**src/rtl/axi_stream_pkg.sv**
```systemverilog
// axi_stream_pkg: shared stream-width defaults and lane-index sizing for the width converters.
package axi_stream_pkg;

    localparam int DSIZE_DEF = 16;
    localparam int RATIO_DEF = 4;

    function automatic int idx_w(input int ratio);
        return $clog2(ratio);
    endfunction

endpackage

```
**src/rtl/axi_width_up_oreg.sv**
```systemverilog
// axi_width_up_oreg: output holding register; loads a packed beat and drains it on downstream ready.
module axi_width_up_oreg #(
    parameter int W = 64,
    parameter int R = 4
) (
    input  logic         clk,
    input  logic         rst_n,
    input  logic         i_load,
    input  logic [W-1:0] i_data,
    input  logic [R-1:0] i_keep,
    input  logic         i_last,
    input  logic         i_rdy,
    output logic         o_vld,
    output logic [W-1:0] o_data,
    output logic [R-1:0] o_keep,
    output logic         o_last
);

    logic         vld_d, vld_q;
    logic [W-1:0] data_d, data_q;
    logic [R-1:0] keep_d, keep_q;
    logic         last_d, last_q;

    // A load may coincide with a drain, keeping vld high with no bubble.
    always_comb begin
        vld_d  = i_load | (vld_q & ~i_rdy);
        data_d = i_load ? i_data : data_q;
        keep_d = i_load ? i_keep : keep_q;
        last_d = i_load ? i_last : last_q;
    end

    always_ff @(posedge clk or negedge rst_n) begin
        if (!rst_n) begin
            vld_q  <= 1'b0;
            data_q <= '0;
            keep_q <= '0;
            last_q <= 1'b0;
        end else begin
            vld_q  <= vld_d;
            data_q <= data_d;
            keep_q <= keep_d;
            last_q <= last_d;
        end
    end

    assign o_vld  = vld_q;
    assign o_data = data_q;
    assign o_keep = keep_q;
    assign o_last = last_q;

endmodule

```
**src/rtl/axi_width_up.sv**
```systemverilog
// axi_width_up: packs RATIO narrow words into one wide beat with keep/last and a packet counter.
module axi_width_up
    import axi_stream_pkg::*;
#(
    parameter int DSIZE = DSIZE_DEF,
    parameter int RATIO = RATIO_DEF
) (
    input  logic                   ar_clk,
    input  logic                   ar_rst_n,
    input  logic                   i_s_vld,
    input  logic [DSIZE-1:0]       i_s_data,
    input  logic                   i_s_last,
    output logic                   o_s_rdy,
    output logic                   o_m_vld,
    output logic [DSIZE*RATIO-1:0] o_m_data,
    output logic [RATIO-1:0]       o_m_keep,
    output logic                   o_m_last,
    input  logic                   i_m_rdy,
    output logic [15:0]            o_pkt_cnt
);

    localparam int IW = idx_w(RATIO);
    localparam int W  = DSIZE * RATIO;

    logic [1:0]    rst_sync_d, rst_sync_q;
    logic          rst_n;
    logic [IW-1:0] idx_d, idx_q;
    logic [W-1:0]  acc_d, acc_q;
    logic [15:0]   pkt_cnt_d, pkt_cnt_q;
    logic          s_xfer, done, s_last;
    logic [W-1:0]  beat_data;
    logic [RATIO-1:0] beat_keep;

    // Reset asserts asynchronously and releases two clock edges later.
    always_ff @(posedge ar_clk or negedge ar_rst_n) begin
        if (!ar_rst_n) rst_sync_q <= 2'b00;
        else           rst_sync_q <= rst_sync_d;
    end

    assign rst_n = rst_sync_q[1];

    // The accumulator only ever holds lanes below idx, so OR-ing the new word keeps upper lanes zero.
    always_comb begin
        rst_sync_d = {rst_sync_q[0], 1'b1};
        s_last     = i_s_vld & i_s_last;
        o_s_rdy    = rst_n & (~o_m_vld | i_m_rdy | (idx_q != IW'(RATIO-1) & ~s_last));
        s_xfer     = i_s_vld & o_s_rdy;
        done       = s_xfer & (idx_q == IW'(RATIO-1) | i_s_last);
        beat_data  = acc_q | (W'(i_s_data) << (DSIZE * int'(idx_q)));
        beat_keep  = RATIO'((1 << (int'(idx_q) + 1)) - 1);
        acc_d      = done ? '0 : s_xfer ? beat_data : acc_q;
        idx_d      = done ? '0 : s_xfer ? idx_q + 1'b1 : idx_q;
        pkt_cnt_d  = pkt_cnt_q + {15'd0, o_m_vld & i_m_rdy & o_m_last};
    end

    always_ff @(posedge ar_clk or negedge rst_n) begin
        if (!rst_n) begin
            idx_q     <= '0;
            acc_q     <= '0;
            pkt_cnt_q <= '0;
        end else begin
            idx_q     <= idx_d;
            acc_q     <= acc_d;
            pkt_cnt_q <= pkt_cnt_d;
        end
    end

    assign o_pkt_cnt = pkt_cnt_q;

    axi_width_up_oreg #(.W(W), .R(RATIO)) u_oreg (
        .clk    (ar_clk),
        .rst_n  (rst_n),
        .i_load (done),
        .i_data (beat_data),
        .i_keep (beat_keep),
        .i_last (i_s_last),
        .i_rdy  (i_m_rdy),
        .o_vld  (o_m_vld),
        .o_data (o_m_data),
        .o_keep (o_m_keep),
        .o_last (o_m_last)
    );

endmodule
```
**config.mk**
```make
export PLATFORM = sky130hd
export DESIGN_NAME = axi_width_up
export DESIGN_NICKNAME = d
export VERILOG_FILES = /design/src/rtl/axi_stream_pkg.sv /design/src/rtl/axi_width_up_oreg.sv /design/src/rtl/axi_width_up.sv
export SDC_FILE = /design/constraint.sdc
export NUM_CORES = 1
export LEC_CHECK = 0
export CAP_MARGIN = 10
export CORE_MARGIN = 8
export CORE_UTILIZATION = 35
export CTS_CLUSTER_SIZE = 14
export DETAILED_ROUTE_END_ITERATION = 8
export PLACE_DENSITY = 0.58
export SKIP_CTS_REPAIR_TIMING = 1
export SLEW_MARGIN = 20
export SYNTH_ARGS = -nofsm -noshare
export SYNTH_HDL_FRONTEND = slang
export SYNTH_HIERARCHICAL = 1
export SYNTH_SLANG_ARGS = --single-unit
```
**constraint.sdc**
```tcl
create_clock -name ar_clk -period 13.9 [get_ports ar_clk]
set_clock_uncertainty 0.2 [all_clocks]
set_input_delay 2.78 -clock ar_clk [delete_from_list [all_inputs] [get_ports ar_clk]]
set_output_delay 2.78 -clock ar_clk [all_outputs]
set_load 0.03 [all_outputs]
```
==> flow_summary_export.csv <==
group,metric,value,unit
status,outcome,"completed",
timing,clock.fmax,138,MHz
worst_setup_path,end_kind,"output port",
synth,syn_inst,537,
power_and_ir_drop,p_sw_share,32.8,%
power_and_ir_drop,switchingPower,529,uW
synth,synth_area,6890,sq um
layout,finalInstanceArea,8650,sq um
layout,final_cells,903,
synth,ys_warn_count,6,
grt,use_met2,21.3,%
grt,antenna_found_initial,0,
timing,worst_pin_slew,952,ps
floorplanning,initial_utilization,35.5,%
synth,seq_area_frac_synth,56.0,%
timing,fin_setup_tns,0,ps
timing,hold_viol_final,0,
worst_setup_path,cp-endpoint,"o_s_rdy",
worst_hold_path,hp-class,"flip-flop to flip-flop",
clock_tree,clk_pin_slew_worst_paths,60,ps
floorplanning,ios,108,
grt,grt_pass1_vias,4819,
detailed_routing,ant_nets,0,
floorplanning,die_h,156,um
worst_setup_path,r2r_end,"u_oreg/o_data[27]$_DFFE_PN0P_",
worst_setup_path,startpoint_type,"input port",
layout,utilization,44.6,%
synth,synth.area.top_cells,"dfrtp_1, mux2_4, a21o_1, a31oi_1, nor2_1",
worst_setup_path,crit_arrival,4270,ps
grt,track_usage,14.2,%
floorplanning,dieArea,24400,sq um
layout,area_growth,25.6,%
worst_setup_path,r2r_cells,6,
detailed_routing,wl,16900,um
worst_setup_path,regToRegStartpoint,"idx_q[0]$_DFFE_PN0P_",
placement,place_inst,871,
detailed_routing,num_vias,4506,
placement,hpwl,11100,um
power_and_ir_drop,p_seq_share,37.9,%
power_and_ir_drop,power.density,186,nW/um^2
clock_tree,ctsLongestPathBuffers,2,
power_and_ir_drop,leakagePower,0.00441,uW
detailed_routing,drc_errors,0,
timing,period_share,52.2,%
floorplanning,die_x,156,um
job,drv_cap,0,
timing,period_needed,7250,ps
synth,synth_area_per_cell,12.8,sq um
synth,synth_nets,564,
worst_setup_path,path_class,"input port to output port",
timing,relSlewSlack,36.5,%
grt,grt_max_degree,82,
detailed_routing,wl_per_cell,18.7,um
power_and_ir_drop,pwr-share-comb,33.0,%
power_and_ir_drop,p_int,1080,uW
worst_setup_path,reg2reg_slack,9950,ps
worst_hold_path,min_path_cells,0,
power_and_ir_drop,clockPowerShare,29.2,%
placement,place.gp.congestion,0.762,
floorplanning,core.rowCount,51,
clock_tree,h-tree-depth,4,
clock_tree,cts_made_buffers,17,
worst_setup_path,startpoint,"i_m_rdy",
clock_tree,worstSkewPairLatency,430,ps
grt,grt.busiest_layer,"met2",
timing,setup_viol,0,
synth,synth.distinct_cells,35,
layout,drive_gt1_share,18.3,%
synth,synth_seq_cells,154,
grt,grt_pass1_wl,27100,um
placement,placed_cell_area,8050,sq um
timing,slew_violations,0,
synth,yosysTopAreaCellShare,56.0,%
detailed_routing,viasPerCell,4.99,
placement,port_buffers,107,
timing,rsz0062_at_grt,"false",
grt,overflow,0,
power_and_ir_drop,vdd_ir_drop_max,0.0800,mV
worst_setup_path,required,10920,ps
grt,grtUsageMet1,18.9,%
worst_setup_path,crit_fanout,3,
clock_tree,cts.sinks,154,
synth,post-synth-top-area-cell,"dfrtp_1",
clock_tree,cts_tree,"built",
floorplanning,core-area,19400,sq um
detailed_routing,dr.pass1.iters,5,
detailed_routing,drtIter0Drc,275,
layout,fin_nets,652,
layout,diodes,0,
grt,grt.met3_usage,4.80,%
clock_tree,clock_tree.root_cell,"clkbuf_16",
## kinds of logic (layout without fill, tap and decap cells)
kind of cell	count (synthesis)	count (layout)	synth area share [%]
multiplexers	69	69	15.0
flip-flops	154	154	56.0
AND/OR/NAND/NOR	102	102	6.98
XOR/XNOR	15	15	1.91
adder cells (fa/ha/maj)	6	6	1.09
AO/OA/AOI/OAI	134	134	13.4
other	1	1	0.0545
buffers and inverters	56	157	5.54
## cells in the mapped netlist (all sizes together)
library cell	n
nor3	2
ha	6
inv	6
nor4	5
xnor2	7
o21a	1
o21ai	1
xor2	8
nor2b	1
nand3	5
clkbuf	15
nand2	3
nand2b	2
nor4bb	1
a21o	66
dfrtp	154
buf	35
and2	1
and4b	2
a32o	1
nor2	71
a31oi	64
nand4	6
conb	1
mux2	69
and4	1
a21oi	1
and3	2
## worst min-delay path by stage
stage	startpoint	to
after floorplan	rst_sync_q[0]$_DFF_PN0_	rst_sync_q[1]$_DFF_PN0_
after global placement	rst_sync_q[0]$_DFF_PN0_	rst_sync_q[1]$_DFF_PN0_
after detailed placement	rst_sync_q[0]$_DFF_PN0_	rst_sync_q[1]$_DFF_PN0_
after CTS	rst_sync_q[0]$_DFF_PN0_	rst_sync_q[1]$_DFF_PN0_
after global routing	rst_sync_q[0]$_DFF_PN0_	rst_sync_q[1]$_DFF_PN0_
final	rst_sync_q[0]$_DFF_PN0_	rst_sync_q[1]$_DFF_PN0_
## critical path: stages
cell and delay [ps]:
clkdlybuf4s50_1 490, nand2b_1 180, o21a_1 150, clkdlybuf4s50_1 670
## state kept, by name, summed over array words and instances (netlist names)
| name | flops |
|---|---|
| u_oreg/o_data | 64 |
| u_oreg/o_vld | 1 |
| o_pkt_cnt | 16 |
| acc_q | 64 |
| rst_sync_q | 2 |
| u_oreg/o_keep | 4 |
| u_oreg/o_last | 1 |
| idx_q | 2 |
## routing by layer
layer | part of all wire (%) | wire, um
met5 | 0 | 0
met4 | 1.1 | 193
met3 | 6.5 | 1110
met2 | 45 | 7680
met1 | 47 | 7910
## layout make-up
class                   count  area (sq um)
fillers                  1821         10800
flip-flops and latches    154          3860
multi-input cells         327          2670
repair buffers            119          1160
clock buffers              22           454
well taps                 265           332
clock inverters            10           143
inverters                   6          22.5
## power by group through the flow
stage | clock, uW | sequential (uW) | combinational [uW]
after global routing | 501 | 624 | 565
after CTS | 482 | 612 | 539
after global placement | 0 | 616 | 530
after detailed placement | 0 | 619 | 537
after floorplan | 0 | 742 | 204
final | 470 | 610 | 531
## cells in the final DEF (no fill, tap or decap), types with 2 or more instances in the layout
| master | n |
|---|---|
| nand4_1 | 4 |
| mux2_4 | 69 |
| nand2b_1 | 2 |
| clkdlybuf4s50_1 | 107 |
| bufinv_16 | 3 |
| ha_1 | 6 |
| a31oi_1 | 64 |
| clkbuf_16 | 17 |
| inv_1 | 6 |
| clkbuf_1 | 4 |
| xnor2_1 | 7 |
| clkinv_2 | 2 |
| buf_4 | 11 |
| nor3_1 | 2 |
| dfrtp_1 | 153 |
| a21o_1 | 66 |
| and3_1 | 2 |
| xor2_1 | 8 |
| clkinv_4 | 3 |
| nor4_1 | 5 |
| nand3_1 | 5 |
| nor2_1 | 70 |
| nand2_1 | 3 |
## per-stage QoR
stage / setup WS, ps / power (uW) / hold slack (ps)
global placement: 6660 / 1150 / 133
finish: 6650 / 1610 / 166
global route: 6590 / 1690 / 178
floorplan: 6750 / 946 / 131
CTS: 6650 / 1630 / 173
detailed placement: 6670 / 1160 / 159
Power figures use the tool's default switching activity.
